<file path="config.mk">
export PLATFORM = sky130hd
export DESIGN_NAME = mem_wb_stage
export DESIGN_NICKNAME = d
export VERILOG_FILES = /design/src/rtl/mem_wb_stage_pkg.sv /design/src/rtl/mem_req_fsm.sv /design/src/rtl/mem_wb_stage.sv
export SDC_FILE = /design/constraint.sdc
export NUM_CORES = 1
export LEC_CHECK = 0
export ABC_CLOCK_PERIOD_IN_PS = 2050
export BUFFER_PORTS_ARGS = -buffer_cell sky130_fd_sc_hd__buf_2
export CORE_MARGIN = 2
export CORE_UTILIZATION = 50
export CTS_BUF_LIST = sky130_fd_sc_hd__clkbuf_2
export DETAILED_ROUTE_END_ITERATION = 12
export PLACE_DENSITY = 0.88
export SYNTH_ARGS = -nofsm -noshare
export SYNTH_HDL_FRONTEND = slang
export SYNTH_SLANG_ARGS = --single-unit
</file>
<file path="constraint.sdc">
create_clock -name clk -period 2.05 [get_ports clk]
set_input_delay 0.205 -clock clk [delete_from_list [all_inputs] [get_ports clk]]
set_output_delay 0.205 -clock clk [all_outputs]
set_load 0.05 [all_outputs]
</file>
<file path="src/rtl/mem_wb_stage_pkg.sv">
// Shared pipeline constants and small decode helpers for the memory/write-back stage.
package mem_wb_stage_pkg;

  localparam int DSIZE = 16;
  localparam int ASIZE = 4;

  // A store with memtoreg also set is still a store; only a pure load writes back memory data.
  function automatic logic is_load(input logic memwrite, input logic memtoreg);
    return memtoreg & ~memwrite;
  endfunction

endpackage

</file>
<file path="src/rtl/mem_req_fsm.sv">
// Data-memory request sequencer: holds one outstanding request, stalls upstream, aborts on timeout.
//   state   | meaning
//   ST_IDLE | no request outstanding; non-memory ops pass straight through
//   ST_BUSY | request on dmem port, waiting for ack or watchdog expiry
module mem_req_fsm
  import mem_wb_stage_pkg::*;
#(
  parameter int DSIZE   = mem_wb_stage_pkg::DSIZE,
  parameter int ASIZE   = mem_wb_stage_pkg::ASIZE,
  parameter int TIMEOUT = 15
) (
  input  logic             clk,
  input  logic             rst,
  input  logic [DSIZE-1:0] aluout_in,
  input  logic [DSIZE-1:0] rdata2_in,
  input  logic [ASIZE-1:0] waddr_in,
  input  logic             memwrite_in,
  input  logic             memtoreg_in,
  input  logic             wen_in,
  input  logic             dmem_ack,
  output logic             stall,
  output logic             dmem_req,
  output logic             dmem_we,
  output logic [DSIZE-1:0] dmem_addr,
  output logic [DSIZE-1:0] dmem_wdata,
  output logic             err,
  output logic             pass_en,
  output logic             done_en,
  output logic [ASIZE-1:0] lat_waddr,
  output logic             lat_wen,
  output logic             lat_load
);

  typedef enum logic {ST_IDLE, ST_BUSY} state_t;

  localparam int CW = (TIMEOUT > 1) ? $clog2(TIMEOUT) : 1;

  state_t        state, state_nxt;
  logic [CW-1:0] cnt, cnt_nxt;
  logic          memop, start, abort;

  assign memop = memwrite_in | memtoreg_in;

  // Watchdog is a down-counter: loaded with TIMEOUT-1 on issue, abort at terminal count zero.
  always_comb begin
    state_nxt = state;
    cnt_nxt   = cnt;
    stall     = 1'b0;
    start     = 1'b0;
    abort     = 1'b0;
    done_en   = 1'b0;
    pass_en   = 1'b0;
    case (state)
      ST_IDLE: begin
        if (memop) begin
          stall     = 1'b1;
          start     = 1'b1;
          cnt_nxt   = CW'(TIMEOUT - 1);
          state_nxt = ST_BUSY;
        end else begin
          pass_en = 1'b1;
        end
      end
      ST_BUSY: begin
        if (dmem_ack) begin
          done_en   = 1'b1;
          state_nxt = ST_IDLE;
        end else if (cnt == '0) begin
          abort     = 1'b1;
          state_nxt = ST_IDLE;
        end else begin
          stall   = 1'b1;
          cnt_nxt = cnt - 1'b1;
        end
      end
      default: state_nxt = ST_IDLE;
    endcase
  end

  always_ff @(posedge clk or negedge rst) begin
    if (!rst) begin
      state      <= ST_IDLE;
      cnt        <= '0;
      dmem_req   <= 1'b0;
      dmem_we    <= 1'b0;
      dmem_addr  <= '0;
      dmem_wdata <= '0;
      lat_waddr  <= '0;
      lat_wen    <= 1'b0;
      lat_load   <= 1'b0;
      err        <= 1'b0;
    end else begin
      state <= state_nxt;
      cnt   <= cnt_nxt;
      if (start) begin
        dmem_req   <= 1'b1;
        dmem_we    <= memwrite_in;
        dmem_addr  <= aluout_in;
        dmem_wdata <= rdata2_in;
        lat_waddr  <= waddr_in;
        lat_wen    <= wen_in;
        lat_load   <= is_load(memwrite_in, memtoreg_in);
      end else if (done_en || abort) begin
        dmem_req <= 1'b0;
      end
      if (abort) err <= 1'b1;
    end
  end

endmodule

</file>
<file path="src/rtl/mem_wb_stage.sv">
// Memory-access stage with the MEM/WB pipeline register; request sequencing lives in mem_req_fsm.
module mem_wb_stage
  import mem_wb_stage_pkg::*;
#(
  parameter int DSIZE   = mem_wb_stage_pkg::DSIZE,
  parameter int ASIZE   = mem_wb_stage_pkg::ASIZE,
  parameter int TIMEOUT = 15
) (
  input  logic             clk,
  input  logic             rst,
  input  logic [DSIZE-1:0] aluout_in,
  input  logic [DSIZE-1:0] rdata2_in,
  input  logic [ASIZE-1:0] waddr_in,
  input  logic             memwrite_in,
  input  logic             memtoreg_in,
  input  logic             wen_in,
  output logic             stall,
  output logic             dmem_req,
  output logic             dmem_we,
  output logic [DSIZE-1:0] dmem_addr,
  output logic [DSIZE-1:0] dmem_wdata,
  input  logic             dmem_ack,
  input  logic [DSIZE-1:0] dmem_rdata,
  output logic [DSIZE-1:0] wb_data_out,
  output logic [ASIZE-1:0] waddr_out,
  output logic             wen_out,
  output logic             err
);

  logic             pass_en, done_en, lat_wen, lat_load;
  logic [ASIZE-1:0] lat_waddr;

  mem_req_fsm #(
    .DSIZE  (DSIZE),
    .ASIZE  (ASIZE),
    .TIMEOUT(TIMEOUT)
  ) u_req (
    .clk        (clk),
    .rst        (rst),
    .aluout_in  (aluout_in),
    .rdata2_in  (rdata2_in),
    .waddr_in   (waddr_in),
    .memwrite_in(memwrite_in),
    .memtoreg_in(memtoreg_in),
    .wen_in     (wen_in),
    .dmem_ack   (dmem_ack),
    .stall      (stall),
    .dmem_req   (dmem_req),
    .dmem_we    (dmem_we),
    .dmem_addr  (dmem_addr),
    .dmem_wdata (dmem_wdata),
    .err        (err),
    .pass_en    (pass_en),
    .done_en    (done_en),
    .lat_waddr  (lat_waddr),
    .lat_wen    (lat_wen),
    .lat_load   (lat_load)
  );

  // Anything other than a pass-through or a completed access loads a bubble.
  always_ff @(posedge clk or negedge rst) begin
    if (!rst) begin
      wb_data_out <= '0;
      waddr_out   <= '0;
      wen_out     <= 1'b0;
    end else if (pass_en) begin
      wb_data_out <= aluout_in;
      waddr_out   <= waddr_in;
      wen_out     <= wen_in;
    end else if (done_en) begin
      wb_data_out <= lat_load ? dmem_rdata : dmem_addr;
      waddr_out   <= lat_waddr;
      wen_out     <= lat_load & lat_wen;
    end else begin
      wen_out <= 1'b0;
    end
  end

endmodule

</file>
==> results of run 1 <==
worst max-delay path, delay by kind of cell (launching register included):
kind	cells	cell delay, ns
buffers and inverters	2	0.24
flip-flops	1	0.40
AND/OR/NAND/NOR	2	0.49
adder cells (fa/ha/maj)	1	0.17
final timing paths:
check	startpoint	end	slack (ns)
worst min-delay path	dmem_rdata[9]	wb_data_out[9]$_DFFE_PN0P_	0.07
max in group asynchronous	rst	wb_data_out[0]$_DFFE_PN0P_	1.50
worst max register to register	u_req.cnt[1]$_DFFE_PN0P_	u_req.cnt[3]$_DFFE_PN0P_	0.23
worst max-delay path	u_req.cnt[1]$_DFFE_PN0P_	stall	0.08
min in group asynchronous	rst	u_req.dmem_wdata[11]$_DFFE_PN0P_	0.25
worst min register to register	u_req.err$_DFFE_PN0P_	u_req.err$_DFFE_PN0P_	0.48
logic make-up (layout without fill, tap and decap cells):
logic type / count (synthesis) / count (layout)
buffers and inverters: 18 / 188
adders and majority gates: 1 / 1
muxes: 57 / 57
DFF: 67 / 67
and+or+nand+nor: 32 / 32
AOI/OAI and AO/OA: 32 / 32
per-layer routing:
| metal | vias to the layer above | part of all wire |
|---|---|---|
| met4 | 2 | 0.015 |
| met5 | - | 0.0018 |
| met2 | 90 | 0.51 |
| met1 | 1143 | 0.41 |
| li1 | 1093 | - |
| met3 | 15 | 0.068 |
cells in the final DEF (no fill, tap or decap), types with 2 or more instances in the layout:
master         synthesis  routed
o21ai_0                2       2
a21oi_1                2       2
nor4_1                 2       2
a21o_1                 4       4
mux2i_1               18      18
clkbuf_2               0      11
inv_1                  6       5
nor2_1                16      16
nand2_1                7       7
dlygate4sd3_1          0      40
mux2_2                39      39
nor3_4                 2       2
dfrtp_1               67      67
clkinv_2               0       2
a22o_1                 4       4
bufinv_16              0       2
a221o_1               16      16
buf_2                  8     113
buf_4                  1      11
power groups by stage:
stage / clock network [W] / registers [W] / logic, W
3_3_place_gp: 0 / 0.00189 / 0.00212
6_report: 0.000868 / 0.00190 / 0.00223
2_1_floorplan: 0 / 0.00289 / 0.000622
3_5_place_dp: 0 / 0.00191 / 0.00216
5_1_grt: 0.000959 / 0.00194 / 0.00234
4_1_cts: 0.000895 / 0.00189 / 0.00223
flip-flops by register name, indices dropped and copies added, names as in the netlist:
register,cells
u_req.lat_waddr,4
u_req.err,1
wb_data_out,16
waddr_out,4
u_req.dmem_wdata,16
u_req.lat_load,1
u_req.dmem_we,1
u_req.state,1
u_req.dmem_addr,16
u_req.cnt,4
wen_out,1
u_req.lat_wen,1
u_req.dmem_req,1
stage by stage:
step,power [W],setup slack (ns)
floorplan,0.00352,0.156
global placement,0.00401,0.423
detailed placement,0.00407,0.336
CTS,0.00501,0.00711
global route,0.00524,-0.00590
finish,0.00500,0.0836
cell type report:
class,count,share of cell area
Clock buffer,11,0.0134
Tap cell,72,0.0220
Sequential cell,67,0.409
Inverter,6,0.00549
Timing Repair Buffer,166,0.263
Clock inverter,5,0.0189
Multi-Input combinational cell,122,0.268
repair_timing:
action                                  4_1_cts  5_1_grt
buffers inserted                              1        4
hold buffers                                 40        0
hold endpoints to repair                    125        0
endpoints found under the setup margin        1        1
resized for setup                             3        2
pin swaps                                     1        2
==> results.txt, run 1 <==
area of the core: 5510 um2
Setup-failing EPs final: 0
max cap viols: 0
Hold Path Depth: 4
Yosys reg bits: 67
syn nets: 266
Reg power frac: 0.380
detailed-route wire length per cell: 15.8 um
crit start category: flop
Final Util: 0.745
clock-pin slew on the worst setup and hold paths: 0.19 ns
# rows: 27
total CTS buffers: 9
TritonCTS clock tree: done
Crit Path Category: reg -> out
Worst Tran Pin Value: 0.601 ns
Die W: 79.6 um
first-pass GRT wire length: 11200 um
Max Clock Skew: 0.0287 ns
top cell type by total area after synthesis: dfrtp_1
Final Net Count: 431
CP max stage cell: dfrtp_1
Ys Warns: 0
share of cells above drive strength 1: 0.501
full die area: 6340 um2
M2 GR Usage: 0.397
switching share of total power: 0.443
Final min period: 1.97 ns
post-synthesis sequential area ratio: 0.587
Area after DPL: 3520 um2
xor-xnor portion of the synthesized cell area: 0
Adder-Cell Fraction of Synth Area: 0.00438
largest net degree at the start of global routing: 68
Via Count: 2343
vias per cell: 5.22
GR Util All Layers: 0.230
Residual DRC: 0
Comb pwr share: 0.446
n_diodes: 0
CP max stage delay: 0.40 ns
Synth Area in Compound Gates: 0.0976
setup_tns: 0 ns
fillers: 383
Multi-input gate area: 1100 um2
Leak: 2.05 nW
CTS sink cnt: 67
Peak VDD IR: 0.699 mV
worst skew pair latency: 0.48 ns
sequential cell area: 1680 um2
post-placement cell count: 388
worst hold path type: in -> reg
antenna violations before repair: 1
largest family of logic cells by synthesized area: multiplexers
Die H: 79.6 um
grt met3 use: 0.0633
Pwr per Cell Area: 1220 nW/um2
Slew HR: 0.598
Main synth FF type: dfrtp_1
CP required: 1.85 ns
Simple-Gate Fraction of Synth Area: 0.0609
area of the mapped netlist: 2860 um2
top-count cell post-synth: dfrtp_1
Mapped Cells: 207
total gr overflow: 0
# IOs: 115
status: finished, final reports clean
area grow syn2layout: 43.5%
multiplexer share of the synthesized area: 0.217
maximum clock insertion buffer count: 2
Post-synth EDFFs: 0
GPL Wtd Cong: 0.760
TritonRoute pass-1 iters: 4
critical path capture point type: output port
ys async rst share: 1.00
DR iter-0 viols: 87
Synth top area share: 0.587
internal power: 0.00279 W
vias in the first global route: 2370
met1 usage: 0.266
Reg2Reg Depth: 6
period utilization: 0.959
Distinct cells, synth: 27
Worst EP arrival: 1.76 ns
Net Sw Power: 0.00221 W
critical-path cell list: inv_1, ha_2, and4bb_2, nor3_4, buf_6
busiest grt layer: met2
finished layout cell area: 4100 um2
Synth top cells by count: 67 x dfrtp_1, 39 x mux2_2, 18 x mux2i_1
WHS: 0.0672 ns
Slew Viols, Final: 0
half-perimeter wire length after placement: 4520 um
Starting Density: 0.519
Peak Freq: 509 MHz
PortBufs: 114
Mean Syn Cell Area: 13.8 um2
clock root cell: clkbuf_2
H-tree depth: 3
Routed Antenna Nets: 0
WL final: 7100 um
Final Hold Fails: 0
Max FO, Critical Path: 4
Clk pwr share: 0.174
top cells by area, synth: dfrtp_1 59%, mux2_2 15%, mux2i_1 6.3%
final non-filler cell total: 449
No activity file was read; power rests on OpenSTA's default activity.
==> run 2, diff against run 1 <==
--- a/config.mk
+++ b/config.mk
@@ -7,6 +7,7 @@
 export LEC_CHECK = 0
 export ABC_CLOCK_PERIOD_IN_PS = 2050
 export BUFFER_PORTS_ARGS = -buffer_cell sky130_fd_sc_hd__buf_2
+export CORE_ASPECT_RATIO = 0.8
 export CORE_MARGIN = 2
 export CORE_UTILIZATION = 50
 export CTS_BUF_LIST = sky130_fd_sc_hd__clkbuf_2
==> run 2 against run 1 <==
Effect of this change: hold slack lost 0.014 ns; non-clock buffer count shrank 4; sequential power about the same; largest cell class unchanged; highest routed layer is now met4.
==> results.txt, run 2 (synthesis results as in run 1) <==
setup repair after global routing missed its margin: false
total CTS buffers: 9
share of cells above drive strength 1: 0.491
TritonCTS clock tree: done
period utilization: 0.946
Reg2Reg Depth: 7
Hold Path Depth: 4
setup_tns: 0 ns
maximum clock insertion buffer count: 2
first-pass GRT wire length: 11200 um
largest net degree at the start of global routing: 68
r2r startpoint: u_req.cnt[0]$_DFFE_PN0P_
critical-path cell list: inv_1, ha_2, and4bb_4, nor3_4, buf_6
WL final: 7090 um
Final Net Count: 427
critical path capture point type: output port
Peak VDD IR: 0.732 mV
Setup-failing EPs final: 0
area grow syn2layout: 41.9%
Slew Viols, Final: 0
Max FO, Critical Path: 4
vias in the first global route: 2272
top cell family by delay on the critical path: simple AND/OR/NAND/NOR gates
worst hold path type: in -> reg
WHS: 0.0532 ns
H-tree depth: 3
Die W: 88.5 um
GR Util All Layers: 0.233
status: finished, final reports clean
Die H: 71.6 um
Final min period: 1.94 ns
TritonRoute pass-1 iters: 4
DR iter-0 viols: 119
Final Util: 0.738
# rows: 24
CP max stage cell: dfrtp_1
CTS sink cnt: 67
Crit Path Category: reg -> out
detailed-route wire length per cell: 15.7 um
total gr overflow: 0
CP max stage delay: 0.37 ns
n_diodes: 0
Starting Density: 0.520
clock root cell: clkbuf_2
antenna violations before repair: 0
WP buf/inv: 2
crit start category: flop
CP startpoint: u_req.cnt[0]$_DFFE_PN0P_
R2R setup slack: 0.31 ns
most common cell after layout, fill and taps aside: buf_2
Residual DRC: 0
CP required: 1.85 ns
commonest cells after routing, fill and taps aside: 113 x buf_2, 67 x dfrtp_1, 40 x dlygate4sd3_1
crit path capture: stall
Worst EP arrival: 1.73 ns
Max Clock Skew: 0.0348 ns
Critical R2R Capture: u_req.cnt[1]$_DFFE_PN0P_
PortBufs: 114
GPL Wtd Cong: 0.767
largest registers: u_req.dmem_addr x16, u_req.dmem_wdata x16, wb_data_out x16
vias per cell: 5.26
CP Depth: 5
full die area: 6340 um2
Leak: 2.02 nW
Slew HR: 0.224
worst skew pair latency: 0.49 ns
Routed Antenna Nets: 0
area of the core: 5500 um2
Worst Tran Pin Value: 1.16 ns
Pwr per Cell Area: 1200 nW/um2
Peak Freq: 516 MHz
Via Count: 2371
# IOs: 115
Final Hold Fails: 0
max cap viols: 0
clock-pin slew on the worst setup and hold paths: 0.18 ns
half-perimeter wire length after placement: 4240 um
run 2: cell types whose count changed in the layout (fill, tap and decap cells not counted), sizes merged:
cell / before / now
buf: 126 / 122
bufinv: 2 / 1
clkbuf: 11 / 10
clkinv: 2 / 4
run 2: metrics by stage:
stage / power (W) / worst slack [ns] / std cells / cell area, um2
2_1_floorplan: 0.00352 / 0.156 / 207 / 2860
3_3_place_gp: 0.00399 / 0.236 / 391 / 3510
3_5_place_dp: 0.00405 / 0.204 / 391 / 3510
4_1_cts: 0.00485 / 0.0632 / 449 / 4040
5_1_grt: 0.00508 / 0.0173 / 451 / 4060
6_report: 0.00485 / 0.112 / 451 / 4060
run 2: metal layers:
metal,global-route usage,wire length [um]
met1,0.289,3010
met2,0.382,3370
met3,0.0876,618
met4,0.0690,88
met5,0,0
run 2: final cells by class:
| cell class | instances | area (um2) |
|---|---|---|
| inverter | 6 | 22.5 |
| tap | 78 | 97.6 |
| clock inverter | 6 | 56.3 |
| multi-input combinational | 122 | 1100 |
| fill | 363 | 1440 |
| sequential | 67 | 1680 |
| clock buffer | 10 | 50.0 |
| timing repair buffer | 162 | 1050 |
run 2: report_power, final:
part | internal [W] | switching [W] | leakage, nW
Sequential | 0.00167 | 0.000213 | 0.791
Combinational | 0.000700 | 0.00153 | 1.16
Clock | 0.000277 | 0.000460 | 0.0691
run 2: worst reg2reg max path: stages (launching register included):
cell and delay, ns:
dfrtp_1 0.37, inv_1 0.08, ha_2 0.19, and4bb_4 0.22, nor3_4 0.22, buf_4 0.14, buf_4 0.11, mux2_2 0.32
run 2: timing repair:
| action | CTS | global route |
|---|---|---|
| pin swaps | 2 | 1 |
| setup buffers | 2 | 2 |
| endpoints found under the setup margin | 1 | 1 |
| hold endpoints to repair | 126 | 0 |
| hold buffers | 40 | 0 |
| gates resized for setup | 3 | 2 |
| cloned | 0 | 0 |
run 2: worst min path at each step:
| stage | endpoint | startpoint | slack [ns] |
|---|---|---|---|
| finish | wb_data_out[8]$_DFFE_PN0P_ | dmem_rdata[8] | 0.05 |
| global placement | wb_data_out[8]$_DFFE_PN0P_ | rst | 0.25 |
| detailed placement | wb_data_out[8]$_DFFE_PN0P_ | rst | 0.25 |
| global route | u_req.dmem_we$_DFFE_PN0P_ | memtoreg_in | 0.02 |
| CTS | wb_data_out[8]$_DFFE_PN0P_ | dmem_rdata[8] | 0.01 |
| floorplan | u_req.cnt[0]$_DFFE_PN0P_ | rst | -0.09 |
==> run 3, diff against run 2 <==
--- a/config.mk
+++ b/config.mk
@@ -5,6 +5,7 @@
 export SDC_FILE = /design/constraint.sdc
 export NUM_CORES = 1
 export LEC_CHECK = 0
+export ABC_AREA = 1
 export ABC_CLOCK_PERIOD_IN_PS = 2050
 export BUFFER_PORTS_ARGS = -buffer_cell sky130_fd_sc_hd__buf_2
 export CORE_ASPECT_RATIO = 0.8
@@ -12,6 +13,7 @@
 export CORE_UTILIZATION = 50
 export CTS_BUF_LIST = sky130_fd_sc_hd__clkbuf_2
 export DETAILED_ROUTE_END_ITERATION = 12
+export GPL_ROUTABILITY_DRIVEN = 0
 export PLACE_DENSITY = 0.88
 export SYNTH_ARGS = -nofsm -noshare
 export SYNTH_HDL_FRONTEND = slang
==> run 3 against run 2 <==
Effect of this change: clock power shrank 2%; routed wire length grew 14%; critical endpoint is now wb_data_out[4]$_DFFE_PN0P_; global-route usage grew 4.9 points; non-clock buffer count grew 4; clock skew shrank 0.015 ns; largest cell class unchanged; total power grew 50%; hold slack lost 0.0083 ns; sequential share of layout area shrank 0.071 points.
==> results.txt, run 3 <==
detailed-route wire length per cell: 13.6 um
area grow syn2layout: 42.0%
R2R setup slack: 0.13 ns
Min-Delay Endpoint: wb_data_out[0]$_DFFE_PN0P_
share of cells above drive strength 1: 0.287
GR Util All Layers: 0.282
Max Clock Skew: 0.0197 ns
n_diodes: 0
half-perimeter wire length after placement: 5080 um
Mean Syn Cell Area: 8.07 um2
Final Net Count: 575
Main synth FF type: dfrtp_1
Final Util: 0.740
post-placement cell count: 540
critical-path cell list: dlygate4sd3_1, buf_2, nor2_2, nand2_1, inv_2, nor2_1, buf_4, nand2_1, nand3_1, dlygate4sd3_1
Crit Path Category: in -> reg
Final min period: 1.94 ns
# IOs: 115
period utilization: 0.944
TritonCTS clock tree: done
Max FO, Critical Path: 13
WP buf/inv: 5
Synth top area share: 0.585
Simple-Gate Fraction of Synth Area: 0.316
Worst Tran Pin Value: 0.533 ns
vias in the first global route: 2925
TritonRoute pass-1 iters: 5
Mapped Cells: 355
CTS sink cnt: 67
area of the core: 5500 um2
CP startpoint: memwrite_in
DR iter-0 viols: 168
most common cell after layout, fill and taps aside: nand2_1
Die W: 88.6 um
total gr overflow: 0
Die H: 71.7 um
finished layout cell area: 4070 um2
Synth top cells by count: 165 x nand2_1, 67 x dfrtp_1, 37 x nor2_1
first-pass GRT wire length: 13600 um
top cell type by total area after synthesis: dfrtp_1
CP required: 2.46 ns
Post-synth EDFFs: 0
Peak VDD IR: 1.03 mV
Hold Path Depth: 5
Yosys reg bits: 67
critical path capture point type: flop
top cell family by delay on the critical path: buffers and inverters
Leak: 2.26 nW
post-synthesis sequential area ratio: 0.585
H-tree depth: 3
CP max stage delay: 0.55 ns
clock-pin slew on the worst setup and hold paths: 0.19 ns
Routed Antenna Nets: 0
vias per cell: 4.93
largest net degree at the start of global routing: 41
Worst EP arrival: 2.35 ns
final non-filler cell total: 598
largest registers: u_req.dmem_addr x16, u_req.dmem_wdata x16, wb_data_out x16
top cells by area, synth: dfrtp_1 59%, nand2_1 22%, nor2_1 4.8%
Starting Density: 0.521
ys async rst share: 1.00
Critical R2R Capture: wb_data_out[4]$_DFFE_PN0P_
Slew HR: 0.645
syn nets: 414
Adder-Cell Fraction of Synth Area: 0.00437
Peak Freq: 517 MHz
antenna violations before repair: 0
r2r startpoint: u_req.state$_DFF_PN0_
Pwr per Cell Area: 1790 nW/um2
status: finished, final reports clean
largest family of logic cells by synthesized area: simple AND/OR/NAND/NOR gates
full die area: 6350 um2
total CTS buffers: 9
crit start category: input pin
pre-CTS setup slack: 0.512 ns
worst hold path type: in -> reg
Reg2Reg Depth: 8
Area after DPL: 3520 um2
Distinct cells, synth: 15
CP max stage cell: dlygate4sd3_1
Final Hold Fails: 0
PortBufs: 114
max cap viols: 0
WL final: 8110 um
Synth Area in Compound Gates: 0.0463
# rows: 24
worst setup margin: 0.114 ns
Residual DRC: 0
clock root cell: clkbuf_2
Via Count: 2946
Slew Viols, Final: 0
area of the mapped netlist: 2860 um2
multiplexer share of the synthesized area: 0
commonest cells after routing, fill and taps aside: 163 x nand2_1, 113 x buf_2, 66 x dfrtp_1
Worst Hold Launch: dmem_rdata[0]
worst skew pair latency: 0.50 ns
WHS: 0.0449 ns
maximum clock insertion buffer count: 2
Setup-failing EPs final: 0
Ys Warns: 0
top-count cell post-synth: nand2_1
xor-xnor portion of the synthesized cell area: 0
-- run 3: timing repair --
item	CTS	global route
resized for setup	2	6
endpoints found under the setup margin	1	2
setup buffers	0	1
gates cloned	0	0
endpoints found under the hold margin	82	0
hold buffers	42	0
-- run 3: power breakdown --
| part | switching, W | total [W] | internal [W] |
|---|---|---|---|
| combinational | 0.00319 | 0.00419 | 0.00101 |
| clock | 0.000444 | 0.000721 | 0.000277 |
| sequential | 0.000398 | 0.00235 | 0.00195 |
-- run 3: worst max path at each step --
stage / to / cells past startpoint
after floorplan: u_req.cnt[1]$_DFFE_PN0P_ / 7
after global placement: stall / 6
after detailed placement: stall / 6
after CTS: stall / 6
after global routing: stall / 6
final: wb_data_out[4]$_DFFE_PN0P_ / 10
-- run 3: cells by family (layout without fill, tap and decap cells) --
kind of cell	after synthesis	in the layout
simple gates	231	231
flops	67	67
compound gates	26	26
fa+ha+maj	1	1
buf+inv	30	195
-- run 3: final cells by class --
cell class                 count  area (um2)
clock buffer                  11        55.1
inverter                      14        52.6
timing repair buffer         166        1070
tap                           78        97.6
clock inverter                 4        42.5
multi-input combinational    258        1070
sequential                    67        1680
fill                         431        1430
-- run 3: worst reg2reg max path: stages (launching register included) --
cell	delay (ns)
dfrtp_2	0.50
inv_2	0.08
nand2_1	0.11
inv_2	0.21
nor2_1	0.09
buf_4	0.19
nand2_1	0.07
nand3_1	0.05
dlygate4sd3_1	0.55
-- run 3: per-layer routing --
layer | share of wire | global-route usage | wire, um | vias up
met4 | 0.013 | 0.0892 | 107 | 0
met2 | 0.50 | 0.456 | 4060 | 152
met5 | 0 | 0 | 0 | -
met3 | 0.091 | 0.105 | 735 | 11
li1 | - | - | - | 1426
met1 | 0.40 | 0.354 | 3210 | 1357
-- run 3: metrics by stage --
step / total power (W) / TNS, ns
after CTS: 0.00723 / 0
after global placement: 0.00631 / 0
after floorplan: 0.00537 / 0
after global routing: 0.00777 / -0.0268
after detailed placement: 0.00642 / 0
final: 0.00726 / 0
